[src/rtl/bus_arbiter_pkg.sv]
// Shared definitions for the two-requester round-robin bus arbiter.
// Contents: FSM state encoding, requester IDs (same encoding as the bus
// select line) and the default burst limit.
package bus_arbiter_pkg;

    typedef enum logic {
        IDLE  = 1'b0,
        GRANT = 1'b1
    } state_t;

    // Requester IDs double as the value driven on sel for that requester.
    localparam logic REQ_1 = 1'b0;
    localparam logic REQ_2 = 1'b1;

    localparam int MAX_BURST_DEFAULT = 4;

    // The requester that is not the given one; used to pass priority on.
    function automatic logic other_req(input logic id);
        return ~id;
    endfunction

endpackage

[src/rtl/bus_arbiter_if.sv]
// Bundle of the arbiter's requester and consumer signals.
// Ports (via modports):
//   req_1/data_1/gnt_1, req_2/data_2/gnt_2 : per-requester request, data, grant
//   sel                                    : registered 2:1 bus select
//   out_valid/out_data/out_ready           : downstream valid/ready beat
// master = environment side (producers and consumer), slave = arbiter side.
interface bus_arbiter_if #(
    parameter int WIDTH = 4
);
    logic             req_1;
    logic [WIDTH-1:0] data_1;
    logic             gnt_1;
    logic             req_2;
    logic [WIDTH-1:0] data_2;
    logic             gnt_2;
    logic             sel;
    logic             out_valid;
    logic [WIDTH-1:0] out_data;
    logic             out_ready;

    modport master (
        output req_1, data_1, req_2, data_2, out_ready,
        input  gnt_1, gnt_2, sel, out_valid, out_data
    );

    modport slave (
        input  req_1, data_1, req_2, data_2, out_ready,
        output gnt_1, gnt_2, sel, out_valid, out_data
    );
endinterface

[src/rtl/bus_arbiter_arb_rr_pick.sv]
// Combinational round-robin pick between two requesters.
// Ports:
//   req_1, req_2 : request lines
//   ptr          : requester that wins when both request
//   winner       : chosen requester ID (REQ_1 / REQ_2)
//   any_req      : at least one requester is asking
module arb_rr_pick
    import bus_arbiter_pkg::*;
(
    input  logic req_1,
    input  logic req_2,
    input  logic ptr,
    output logic winner,
    output logic any_req
);

    // Lone requester wins outright; on a tie the priority pointer decides.
    always_comb begin
        winner  = REQ_1;
        any_req = req_1 | req_2;
        if (req_1 && req_2) begin
            winner = ptr;
        end else if (req_2) begin
            winner = REQ_2;
        end else begin
            winner = REQ_1;
        end
    end

endmodule

[src/rtl/bus_arbiter.sv]
// Two-requester round-robin arbiter sharing one WIDTH-bit output bus.
// Ports:
//   clk   : rising-edge clock
//   rst_n : asynchronous active-low reset
//   bus   : bus_arbiter_if.slave (requests, data, grants, sel, valid/ready out)
// A grant lasts until the owner drops its request or MAX_BURST beats have
// been accepted; every release passes through one IDLE cycle and hands the
// tie-break priority to the other requester.
module bus_arbiter
    import bus_arbiter_pkg::*;
#(
    parameter int WIDTH     = 4,
    parameter int MAX_BURST = MAX_BURST_DEFAULT
) (
    input  logic           clk,
    input  logic           rst_n,
    bus_arbiter_if.slave   bus
);

    localparam int             CW        = $clog2(MAX_BURST + 1);
    localparam logic [CW-1:0]  CNT_ZERO  = CW'(0);
    localparam logic [CW-1:0]  CNT_ONE   = CW'(1);
    localparam logic [CW-1:0]  LAST_BEAT = CW'(MAX_BURST - 1);

    state_t          state_r, state_s;
    logic            gnt_1_r, gnt_1_s;
    logic            gnt_2_r, gnt_2_s;
    logic            sel_r,   sel_s;
    logic            ptr_r,   ptr_s;
    logic [CW-1:0]   cnt_r,   cnt_s;

    logic            winner_s;
    logic            any_req_s;
    logic            owner_req_s;
    logic            valid_s;
    logic            beat_s;

    arb_rr_pick u_pick (
        .req_1   (bus.req_1),
        .req_2   (bus.req_2),
        .ptr     (ptr_r),
        .winner  (winner_s),
        .any_req (any_req_s)
    );

    // sel tracks the owner throughout GRANT, so it also selects the owner's request.
    assign owner_req_s = (sel_r == REQ_2) ? bus.req_2 : bus.req_1;
    assign valid_s     = (gnt_1_r & bus.req_1) | (gnt_2_r & bus.req_2);
    assign beat_s      = valid_s & bus.out_ready;

    assign bus.gnt_1     = gnt_1_r;
    assign bus.gnt_2     = gnt_2_r;
    assign bus.sel       = sel_r;
    assign bus.out_valid = valid_s;
    assign bus.out_data  = sel_r ? bus.data_2 : bus.data_1;

    // Next-state, grant, select, pointer and burst-counter logic.
    always_comb begin
        state_s = state_r;
        gnt_1_s = gnt_1_r;
        gnt_2_s = gnt_2_r;
        sel_s   = sel_r;
        ptr_s   = ptr_r;
        cnt_s   = cnt_r;
        case (state_r)
            IDLE: begin
                if (any_req_s) begin
                    state_s = GRANT;
                    sel_s   = winner_s;
                    gnt_1_s = (winner_s == REQ_1);
                    gnt_2_s = (winner_s == REQ_2);
                    cnt_s   = CNT_ZERO;
                end else begin
                    state_s = IDLE;
                end
            end
            GRANT: begin
                // Release when the owner is done or its last allowed beat goes out.
                if (!owner_req_s || (beat_s && (cnt_r == LAST_BEAT))) begin
                    state_s = IDLE;
                    gnt_1_s = 1'b0;
                    gnt_2_s = 1'b0;
                    cnt_s   = CNT_ZERO;
                    ptr_s   = other_req(sel_r);
                end else if (beat_s) begin
                    cnt_s = cnt_r + CNT_ONE;
                end else begin
                    cnt_s = cnt_r;
                end
            end
            default: begin
                state_s = IDLE;
                gnt_1_s = 1'b0;
                gnt_2_s = 1'b0;
                cnt_s   = CNT_ZERO;
            end
        endcase
    end

    // State and output registers.
    always_ff @(posedge clk or negedge rst_n) begin
        if (!rst_n) begin
            state_r <= IDLE;
            gnt_1_r <= 1'b0;
            gnt_2_r <= 1'b0;
            sel_r   <= REQ_1;
            ptr_r   <= REQ_1;
            cnt_r   <= CNT_ZERO;
        end else begin
            state_r <= state_s;
            gnt_1_r <= gnt_1_s;
            gnt_2_r <= gnt_2_s;
            sel_r   <= sel_s;
            ptr_r   <= ptr_s;
            cnt_r   <= cnt_s;
        end
    end

endmodule
[src/flat_wrapper.sv]
// flat-port wrapper written by rule: the top's interface ports become plain ports
module bus_arbiter_flat import bus_arbiter_pkg::*;
#(
    parameter int WIDTH     = 4,
    parameter int MAX_BURST = MAX_BURST_DEFAULT
)
  (clk, rst_n, bus_req_1, bus_data_1, bus_req_2, bus_data_2, bus_out_ready, bus_gnt_1, bus_gnt_2, bus_sel, bus_out_valid, bus_out_data);
  bus_arbiter_if #(.WIDTH(WIDTH)) bus_i ();
  input  logic clk;
  input  logic rst_n;
  input wire logic [$bits(bus_i.req_1)-1:0] bus_req_1;
  input wire logic [$bits(bus_i.data_1)-1:0] bus_data_1;
  input wire logic [$bits(bus_i.req_2)-1:0] bus_req_2;
  input wire logic [$bits(bus_i.data_2)-1:0] bus_data_2;
  input wire logic [$bits(bus_i.out_ready)-1:0] bus_out_ready;
  output wire logic [$bits(bus_i.gnt_1)-1:0] bus_gnt_1;
  output wire logic [$bits(bus_i.gnt_2)-1:0] bus_gnt_2;
  output wire logic [$bits(bus_i.sel)-1:0] bus_sel;
  output wire logic [$bits(bus_i.out_valid)-1:0] bus_out_valid;
  output wire logic [$bits(bus_i.out_data)-1:0] bus_out_data;
  assign bus_i.req_1 = bus_req_1;
  assign bus_i.data_1 = bus_data_1;
  assign bus_i.req_2 = bus_req_2;
  assign bus_i.data_2 = bus_data_2;
  assign bus_i.out_ready = bus_out_ready;
  assign bus_gnt_1 = bus_i.gnt_1;
  assign bus_gnt_2 = bus_i.gnt_2;
  assign bus_sel = bus_i.sel;
  assign bus_out_valid = bus_i.out_valid;
  assign bus_out_data = bus_i.out_data;
  bus_arbiter #(.WIDTH(WIDTH), .MAX_BURST(MAX_BURST)) u_core (.clk(clk), .rst_n(rst_n), .bus(bus_i));
endmodule
[config.mk]
export PLATFORM = sky130hd
export DESIGN_NAME = bus_arbiter_flat
export DESIGN_NICKNAME = d
export VERILOG_FILES = /design/src/rtl/bus_arbiter_pkg.sv /design/src/rtl/bus_arbiter_if.sv /design/src/rtl/bus_arbiter_arb_rr_pick.sv /design/src/rtl/bus_arbiter.sv /design/src/flat_wrapper.sv
export SDC_FILE = /design/constraint.sdc
export NUM_CORES = 1
export LEC_CHECK = 0
export ABC_AREA = 1
export CAP_MARGIN = 20
export CORE_MARGIN = 4
export CORE_UTILIZATION = 25
export DETAILED_ROUTE_END_ITERATION = 6
export PLACE_DENSITY = 0.58
export SYNTH_ARGS = -nofsm -noshare
export SYNTH_HDL_FRONTEND = slang
export SYNTH_SLANG_ARGS = --single-unit
[constraint.sdc]
create_clock -name clk -period 1.31 [get_ports clk]
set_input_delay 0.262 -clock clk [delete_from_list [all_inputs] [get_ports clk]]
set_output_delay 0.262 -clock clk [all_outputs]
set_load 0.05 [all_outputs]
* Word-level counts from Yosys, hierarchy flattened
Cells that the tools add are included.
** Storage, ports and cells
- Register bits :: 8
- Latch bits :: 0
- RAM bits :: 0
- Memory bits (read-only) :: 0
- Bits of input ports :: 13
- Output and inout bits :: 8
- Logic and storage cells :: 43
- Memories :: 0
** Operators by class
- Add/subtract/negate cells :: 1
- $mul :: 0
- Div/mod/pow operators :: 0
- Magnitude comparators :: 0
- Equality and inequality tests :: 4
- Shift-type cells :: 0
- Multiplexer cells :: 16
- Bitwise logic cells :: 8
- Reductions and logical operators :: 8
** Operators with widths (count)
- 3-bit two-way mux :: 3
- 1-bit two-way mux :: 8
- 2-bit AND reduction :: 4
- 1-bit one-hot mux with 2 select lines :: 3
- 3-bit one-hot mux with 2 select lines :: 1
- 4-bit two-way mux :: 1
- 3-bit by 1-bit adder with 3-bit output (second input constant) :: 1
- 1-bit bitwise AND :: 3
- 3-bit by 2-bit equality test with 1-bit output (second input constant) :: 1
- 3-bit inequality test (second input constant) :: 1
- 1-bit inverter :: 3
- 1-bit logical AND :: 2
- 2-bit by 1-bit inequality test with 1-bit output (second input constant) :: 1
- 2-bit inequality test (second input constant) :: 1
- 1-bit OR :: 2
- 1-bit logical NOT :: 1
- 1-bit logical OR :: 1

* Longest topological paths before layout
Gate-level depths: netlist of run 1.
- Depth in word-level cells :: 7
- Depth in mapped cells :: 8
- Depth with buffers taken out :: 8

* By module
Synthesis of run 1 repeated with hierarchy kept, for this count alone.
** Unflattened totals
- Cell total of the unflattened synthesis :: 77
- Area, all modules :: 516.7 sq um
** By module, submodules not included
- bus_arbiter :: instances 1, cells an instance 72, area each 494.2 sq um, seq. area each 200.2 sq um
- arb_rr_pick :: instances 1, cells an instance 5, area each 22.5 sq um, seq. area each 0.0 sq um

* Worst setup path before layout of run 1
No wires, ideal clock.
- Path type :: register to register
- Start point :: reg u_core.gnt_2_r (netlist: u_core.bus.gnt_2)
- End point :: reg u_core.ptr_r
- Setup time :: 0.146 ns
- Data arrival time :: 1.512 ns
- Required time :: 1.164 ns
- Slack :: -0.348 ns
- Stages on the path, launching flop included :: 8
- Buffers on the path :: 0
- Period minus slack after synthesis :: 1.658 ns
- Cell sequence :: dfrtp_1 -> nand2_1 -> nand2_1 -> nand3_1 -> nand2_1 -> nand2_1 -> nand2_1 -> o21ai_1
** On the way
- Word-level cells in the longest chain between the ends :: 6
** RTL lines
- start, declared :: line bus_arbiter.sv:27 : logic gnt_2_r, gnt_2_s;
- start signal, assigned :: line bus_arbiter.sv:112 : gnt_2_r <= gnt_2_s;
- 1-bit bitwise AND :: line bus_arbiter.sv:48 : assign valid_s = (gnt_1_r & bus.req_1) | (gnt_2_r & bus.req_2);
- 1-bit OR :: line bus_arbiter.sv:48
- net bus_out_valid :: line flat_wrapper.sv:19 : output wire logic [$bits(bus_i.out_valid)-1:0] bus_out_valid;
- 1-bit bitwise AND :: line bus_arbiter.sv:49 : assign beat_s = valid_s & bus.out_ready;
- 1-bit logical AND :: line bus_arbiter.sv:79 : if (!owner_req_s || (beat_s && (cnt_r == LAST_BEAT))) begin
- 1-bit logical OR :: line bus_arbiter.sv:79
- 2-bit AND reduction (no line)
- end signal, assigned :: line bus_arbiter.sv:114 : ptr_r <= ptr_s;
- end, declared :: line bus_arbiter.sv:29 : logic ptr_r, ptr_s;
The timed path passes the listed nets, and every way through them passes these cells.
A chain may end at the register's enable or synchronous reset.

* Worst setup path after layout of run 1
- Start point :: reg u_core.sel_r (netlist: u_core.bus.sel)
- End point :: out bus_out_data[1]
** On the way
- Word-level cells in the longest chain between the ends :: 1
** RTL lines
- start, declared :: line bus_arbiter.sv:28 : logic sel_r, sel_s;
- start signal, assigned :: line bus_arbiter.sv:113 : sel_r <= sel_s;
- 4-bit two-way mux :: line bus_arbiter.sv:55 : assign bus.out_data = sel_r ? bus.data_2 : bus.data_1;
- end, declared :: line flat_wrapper.sv:20 : output wire logic [$bits(bus_i.out_data)-1:0] bus_out_data;
Every way passes these cells.

==> results of run 1 <==
worst max-delay path, stage by stage, from the launching register on:
cell     delay [ns]
dfrtp_2        0.46
inv_4          0.09
nand2_1        0.06
nand2_2        0.07
buf_12         0.13
stage by stage:
stage	std cells	instance area, um2	hold WS, ns
2_1_floorplan	64	480.5	-0.03359
3_3_place_gp	113	822.0	0.4899
3_5_place_dp	113	822.0	0.4808
4_1_cts	120	870.8	0.2862
5_1_grt	122	904.6	0.3100
6_report	122	904.6	0.2815
sequential cells by signal, summed over array words and instances, names as in the netlist:
| register | count |
|---|---|
| u_core.state_r | 1 |
| u_core.bus.gnt_2 | 1 |
| u_core.bus.gnt_1 | 1 |
| u_core.cnt_r | 3 |
| u_core.ptr_r | 1 |
| u_core.bus.sel | 1 |
what timing repair did:
item,CTS,global route
hold endpoints to repair,0,0
buffers inserted,3,2
cloned,0,0
resized for setup,3,6
pin swaps,0,3
setup endpoints to repair,5,13
logic make-up (layout without fill, tap and decap cells):
| kind of cell | Yosys count | count (layout) | share of synthesized area |
|---|---|---|---|
| adder cells (fa/ha/maj) | 2 | 2 | 0.05449 |
| AND/OR/NAND/NOR | 40 | 40 | 0.3787 |
| AO/OA/AOI/OAI | 6 | 6 | 0.06538 |
| buffers and inverters | 8 | 41 | 0.06540 |
| flip-flops | 8 | 8 | 0.4360 |
per-layer routing:
layer  track usage  wire length (um)
met4       0.08072                35
met2        0.1804               653
met3       0.04082                58
met5             0                 0
met1        0.1499               586
how the worst min path moves through the flow:
stage,startpoint,endpoint,depth (start not counted)
floorplan,rst_n,u_core.bus.gnt_1,0
global placement,u_core.ptr_r,u_core.ptr_r,2
detailed placement,u_core.ptr_r,u_core.ptr_r,2
CTS,rst_n,u_core.cnt_r[1],1
global route,rst_n,u_core.state_r,1
finish,rst_n,u_core.cnt_r[1],1
synthesized netlist by cell type:
library cell,number,share of area
or2_2,1,0.014
inv_2,2,0.016
a21oi_1,1,0.011
ha_1,2,0.054
o21ai_0,1,0.011
nand3_1,9,0.098
o21ai_1,4,0.044
nand2_2,4,0.054
inv_1,6,0.049
dfrtp_1,8,0.44
nand2_1,26,0.21
layout by cell type (no fill, tap or decap), drive strengths merged:
cell type and instances:
nand2 30, buf 17, clkdlybuf4s50 10, nand3 9, inv 8, dfrtp 8
o21ai 5, clkbuf 4, ha 2, dlygate4sd2 2, or2 1, a21oi 1
layout make-up:
cell class,count,share of cell area
Timing Repair Buffer,29,0.3817
Multi-Input combinational cell,48,0.2932
Sequential cell,8,0.2254
Inverter,8,0.03596
Tap cell,25,0.03458
Clock buffer,4,0.02905
power by group through the flow:
stage                     logic [W]  registers [W]  clock network [W]
final                       0.00154       0.000466           0.000208
after global routing        0.00166       0.000476           0.000236
after CTS                   0.00146       0.000470           0.000220
after detailed placement    0.00138       0.000481                  0
after global placement      0.00137       0.000486                  0
after floorplan            0.000597       0.000582                  0
==> results by group, run 1 <==
Place
  – I/O Buffers: 20
  – Final GP Congestion: ~0.74
  – HPWL after detailed placement: 1028 um
  – Place WS: -0.1757 ns

STA
  – Worst setup margin: -0.03800 ns
  – RSZ-0062 raised after global routing: yes
  – Final Hold Fails: 0
  – Tcrit/Tclk final: 1.029
  – Clock Skews: just under 0.0005 ns
  – Total negative setup slack: -0.1287 ns
  – Final Critical Period: ~1.3 ns
  – Worst-margin pin slew: between 0.3 and 0.4 ns
  – Endpoints failing setup: 4
  – F_max: roughly 740 MHz
  – Max Slew Vio Count: 0
  – Slew margin rel.: 0.7539

Synthesis
  – Synth cell types: 11
  – Register area share after synthesis: 0.4360
  – Post-synthesis cell count: between 60 and 70
  – Syn avg cell area: 7.175 um2
  – Cell Area, Synth: between 400 and 500 um2
  – Yosys reg bits: 8
  – Syn Nets: 79
  – Number of synthesis warnings: 0

Clock network
  – Clock sink count: 8
  – CTS tree: yes
  – TritonCTS Buffers: 3
  – H-tree levels: 1
  – Clk_lat worst skew: about 0.26 ns
  – Clock transition at path regs: roughly 0.050 ns
  – Maximum buffer depth of the clock tree: 2
  – Clk root buf: clkbuf_4
  – CTS Hold Bufs: 0

Floorplanning
  – Chip Width: 50.86 um
  – Core area: between 1500 and 2000 um2
  – Die area: 2586 um2
  – Initial Util: 0.2659
  – Die height: 50.86 um
  – Row cnt: 15
  – IO Pins: 21

Layout
  – Diode count: 0
  – Register area: 203.9 um2
  – Final Util: 0.5239
  – Area of the multi-input gates: 265.3 um2
  – Filler instances: roughly 170
  – Area Growth Syn to Fin: 97.00%
  – Layout cell share with drive strength beyond 1: 0.4124
  – Nets@finish: about 110

Critical path
  – Reg2Reg Depth: 6
  – Worst EP required: approximately 1.1 ns
  – CP endpoint: bus_out_data[1]
  – Critical path class: reg2out
  – Critical Path Start Type: flop
  – Critical Path AT: 1.09 ns
  – Reg-to-reg startpoint: u_core.cnt_r[0]
  – Crit. End Element: output port
  – Flop2flop setup slack: 0.06 ns
  – Critical Path Fanout Max: 7
  – CP startpoint: u_core.bus.sel
  – Reg2reg end: u_core.state_r

Power and ir drop
  – Max IR drop VDD: 0.9842 mV
  – Pwr/cell area: 2450 nW/um2
  – Combinational cell fraction of total power: 0.696
  – Net Switching: 0.001027 W
  – Leakage power figure: roughly 0.46 nW
  – Power, Total: between 0.002 and 0.0025 W
  – Flop pwr share: 0.210
  – Clk pwr share: 0.094
  – Pint: roughly 0.0012 W
  – Sw Share: 0.4632

Detailed routing
  – Average wire per standard cell: ~11 um
  – DRT Pass-1 Iters: 4
  – Detailed router's first-iteration violation count: 17
  – Routed WL: between 1000 and 1500 um
  – Vias: 531
  – Detail Route Antenna Nets: 0
  – Via density: about 4.4
  – Drc violations: 0

Outcome
  – Outcome: complete, but fails checks
  – Failing checks: negative setup slack

Run
  – Max-cap viol count: 0

GRT
  – Initial antenna violation count: 0
  – Vias in the first global route: ~500
  – Overflow after GRT: 0
  – Global-route wire length before repair: 2263 um
  – Largest net degree at the start of global routing: 9
  – Tot GR Track Use: 0.1220

Worst hold path
  – HP Class: in2async
Note: power is estimated with default switching activity, not from simulation.
==> inputs of run 2 (changes only) <==
CAP_MARGIN = unset   (was 20)
SLEW_MARGIN = 15   (was unset)
clock period = 1.4 ns   (was 1.31 ns; I/O delays follow)
==> run 2 against run 1 <==
  * Power down 8.6%
  * Worst hold slack better by 0.011 ns
  * Die area unchanged
  * Global-route usage down 0.90 points
  * Highest routed layer unchanged
  * Combinational power down 9%
  * The run now ends clean
  * Core utilization down 1.6 points
  * Routed wire length down 6.2%
==> results by group, run 2 (synthesized netlist as in run 1, its figures left out) <==
Detailed routing
  – Detail Route Antenna Nets: 0
  – Via density: 4.242
  – Vias: around 510
  – Average wire per standard cell: roughly 10 um
  – Detailed router's first-iteration violation count: 3
  – DRT Pass-1 Iters: 4
  – Routed WL: ~1300 um
  – Drc violations: 0

Place
  – HPWL after detailed placement: just under 1000 um
  – Post-DP Area: 799.5 um2
  – I/O Buffers: 20
  – Placed insts: about 110
  – Final GP Congestion: 0.7713

Critical path
  – Flop2flop setup slack: around 0.12 ns
  – Slowest CP cell: dfrtp_2
  – CP peak stage delay: 0.45 ns
  – Most frequent CP cell: nand2_2
  – Reg2reg end: u_core.cnt_r[0]
  – Critical Path, Cell by Cell: buf_6 -> nand2_2 -> nand2_2 -> buf_12
  – Critical Path Start Type: flop
  – Worst EP required: about 1.1 ns
  – Reg2Reg Depth: 5
  – Critical Path AT: around 1.1 ns
  – Crit. End Element: output port
  – Reg-to-reg startpoint: u_core.cnt_r[0]
  – Critical path class: reg2out
  – Critical Path Fanout Max: 6

Clock network
  – Clock sink count: 8
  – TritonCTS Buffers: 3
  – Clk_lat worst skew: about 0.26 ns
  – CTS tree: yes
  – H-tree levels: 1
  – Maximum buffer depth of the clock tree: 2
  – Clk root buf: clkbuf_4
  – Clock transition at path regs: around 0.06 ns

Floorplanning
  – Die height: 50.86 um
  – Core area: around 1700 um2
  – Die area: roughly 2600 um2
  – Chip Width: 50.86 um
  – Initial Util: 0.2659
  – IO Pins: 21
  – Row cnt: 15

Layout
  – Filler instances: ~180
  – Biggest register: u_core.cnt_r
  – Non-Filler Instances: 120
  – Layout cell share with drive strength beyond 1: 0.3789
  – Nets@finish: approximately 110
  – Max FFs per register: 3
  – Final Util: 0.5080
  – Diode count: 0
  – Area of the multi-input gates: approximately 250 um2
  – Register area: roughly 200 um2
  – Commonest non-fill, non-tap cells in the layout: 18 x nand2_1, 12 x nand2_2, 10 x clkdlybuf4s50_1, 9 x nand3_1, 8 x buf_12
  – Area Growth Syn to Fin: 91.01%
  – Commonest non-fill, non-tap cell in the layout: nand2_1
  – Fin area: between 800 and 900 um2

GRT
  – Global-route wire length before repair: around 2200 um
  – Largest net degree at the start of global routing: 9
  – Initial antenna violation count: 0
  – Overflow after GRT: 0
  – Tot GR Track Use: 0.1130
  – Vias in the first global route: 525

STA
  – Max Slew Vio Count: 0
  – RSZ-0062 raised after global routing: yes
  – Final Critical Period: between 1 and 1.5 ns
  – Slew margin rel.: 0.7630
  – Worst-margin pin slew: around 0.35 ns
  – Final Hold Fails: 0
  – Worst hold slack: about 0.29 ns
  – Clock Skews: slightly below 0.008 ns
  – Tcrit/Tclk final: 0.9874
  – Endpoints failing setup: 0
  – F_max: about 720 MHz

Power and ir drop
  – Sw Share: 0.4620
  – Leakage power figure: 0.4460 nW
  – Pint: 0.001090 W
  – Clk pwr share: 0.096
  – Pwr/cell area: 2310 nW/um2
  – Flop pwr share: 0.216
  – Net Switching: roughly 0.00094 W
  – Max IR drop VDD: between 0.9 and 1 mV
  – Power, Total: ~0.0020 W
  – Combinational cell fraction of total power: 0.688

Worst hold path
  – HP Class: in2async

Outcome
  – Outcome: finished clean

Run
  – Max-cap viol count: 0
[run 2: changes by cell type in the layout (fill, tap and decap cells not counted), sizes merged]
cell,before,now
buf,17,15
[run 2: cell type report]
| type | instances | share of cell area |
|---|---|---|
| flip-flops and latches | 8 | 0.2325 |
| repair buffers | 27 | 0.3809 |
| clock buffers | 4 | 0.02996 |
| inverters | 8 | 0.03709 |
| multi-input cells | 48 | 0.2839 |
| well taps | 25 | 0.03566 |
[run 2: what timing repair did]
item | 4_1_cts | 5_1_grt
endpoints found under the setup margin | 5 | 4
pin swaps | 2 | 0
setup buffers | 4 | 0
gates resized for setup | 9 | 2
hold buffers | 0 | 0
[run 2: power by group through the flow]
| stage | Sequential, W | Clock, W | Combinational (W) |
|---|---|---|---|
| 2_1_floorplan | 0.000545 | 0 | 0.000530 |
| 3_3_place_gp | 0.000450 | 0 | 0.00125 |
| 3_5_place_dp | 0.000451 | 0 | 0.00126 |
| 4_1_cts | 0.000437 | 0.000202 | 0.00140 |
| 5_1_grt | 0.000449 | 0.000211 | 0.00149 |
| 6_report | 0.000437 | 0.000194 | 0.00140 |
[run 2: worst max-delay path, delay by kind of cell, from the launching register on]
| family | cells | cell delay (ns) |
|---|---|---|
| buf+inv | 2 | 0.28 |
| flops | 1 | 0.45 |
| simple gates | 2 | 0.11 |
[run 2: how the worst max path moves through the flow]
stage                      from                to  depth (start not counted)
6_report         u_core.bus.sel   bus_out_data[2]                          4
5_1_grt          u_core.bus.sel   bus_out_data[3]                          4
4_1_cts          u_core.bus.sel   bus_out_data[3]                          4
3_5_place_dp          bus_req_1      u_core.ptr_r                          8
3_3_place_gp          bus_req_1  u_core.bus.gnt_1                          8
2_1_floorplan  u_core.bus.gnt_2      u_core.ptr_r                          7
[run 2: layer usage]
layer / track usage / share of wire
met1: 0.1377 / 0.47
met2: 0.1870 / 0.48
met3: 0.008746 / 0.043
met4: 0.08072 / 0.0032
met5: 0 / 0
[run 2: through the flow]
stage / setup slack [ns] / setup TNS, ns
finish: 0.01764 / 0
global route: -0.02683 / -0.08774
CTS: 0.008175 / 0
detailed placement: -0.09867 / -0.5518
global placement: -0.08992 / -0.4741
floorplan: 0.03678 / 0
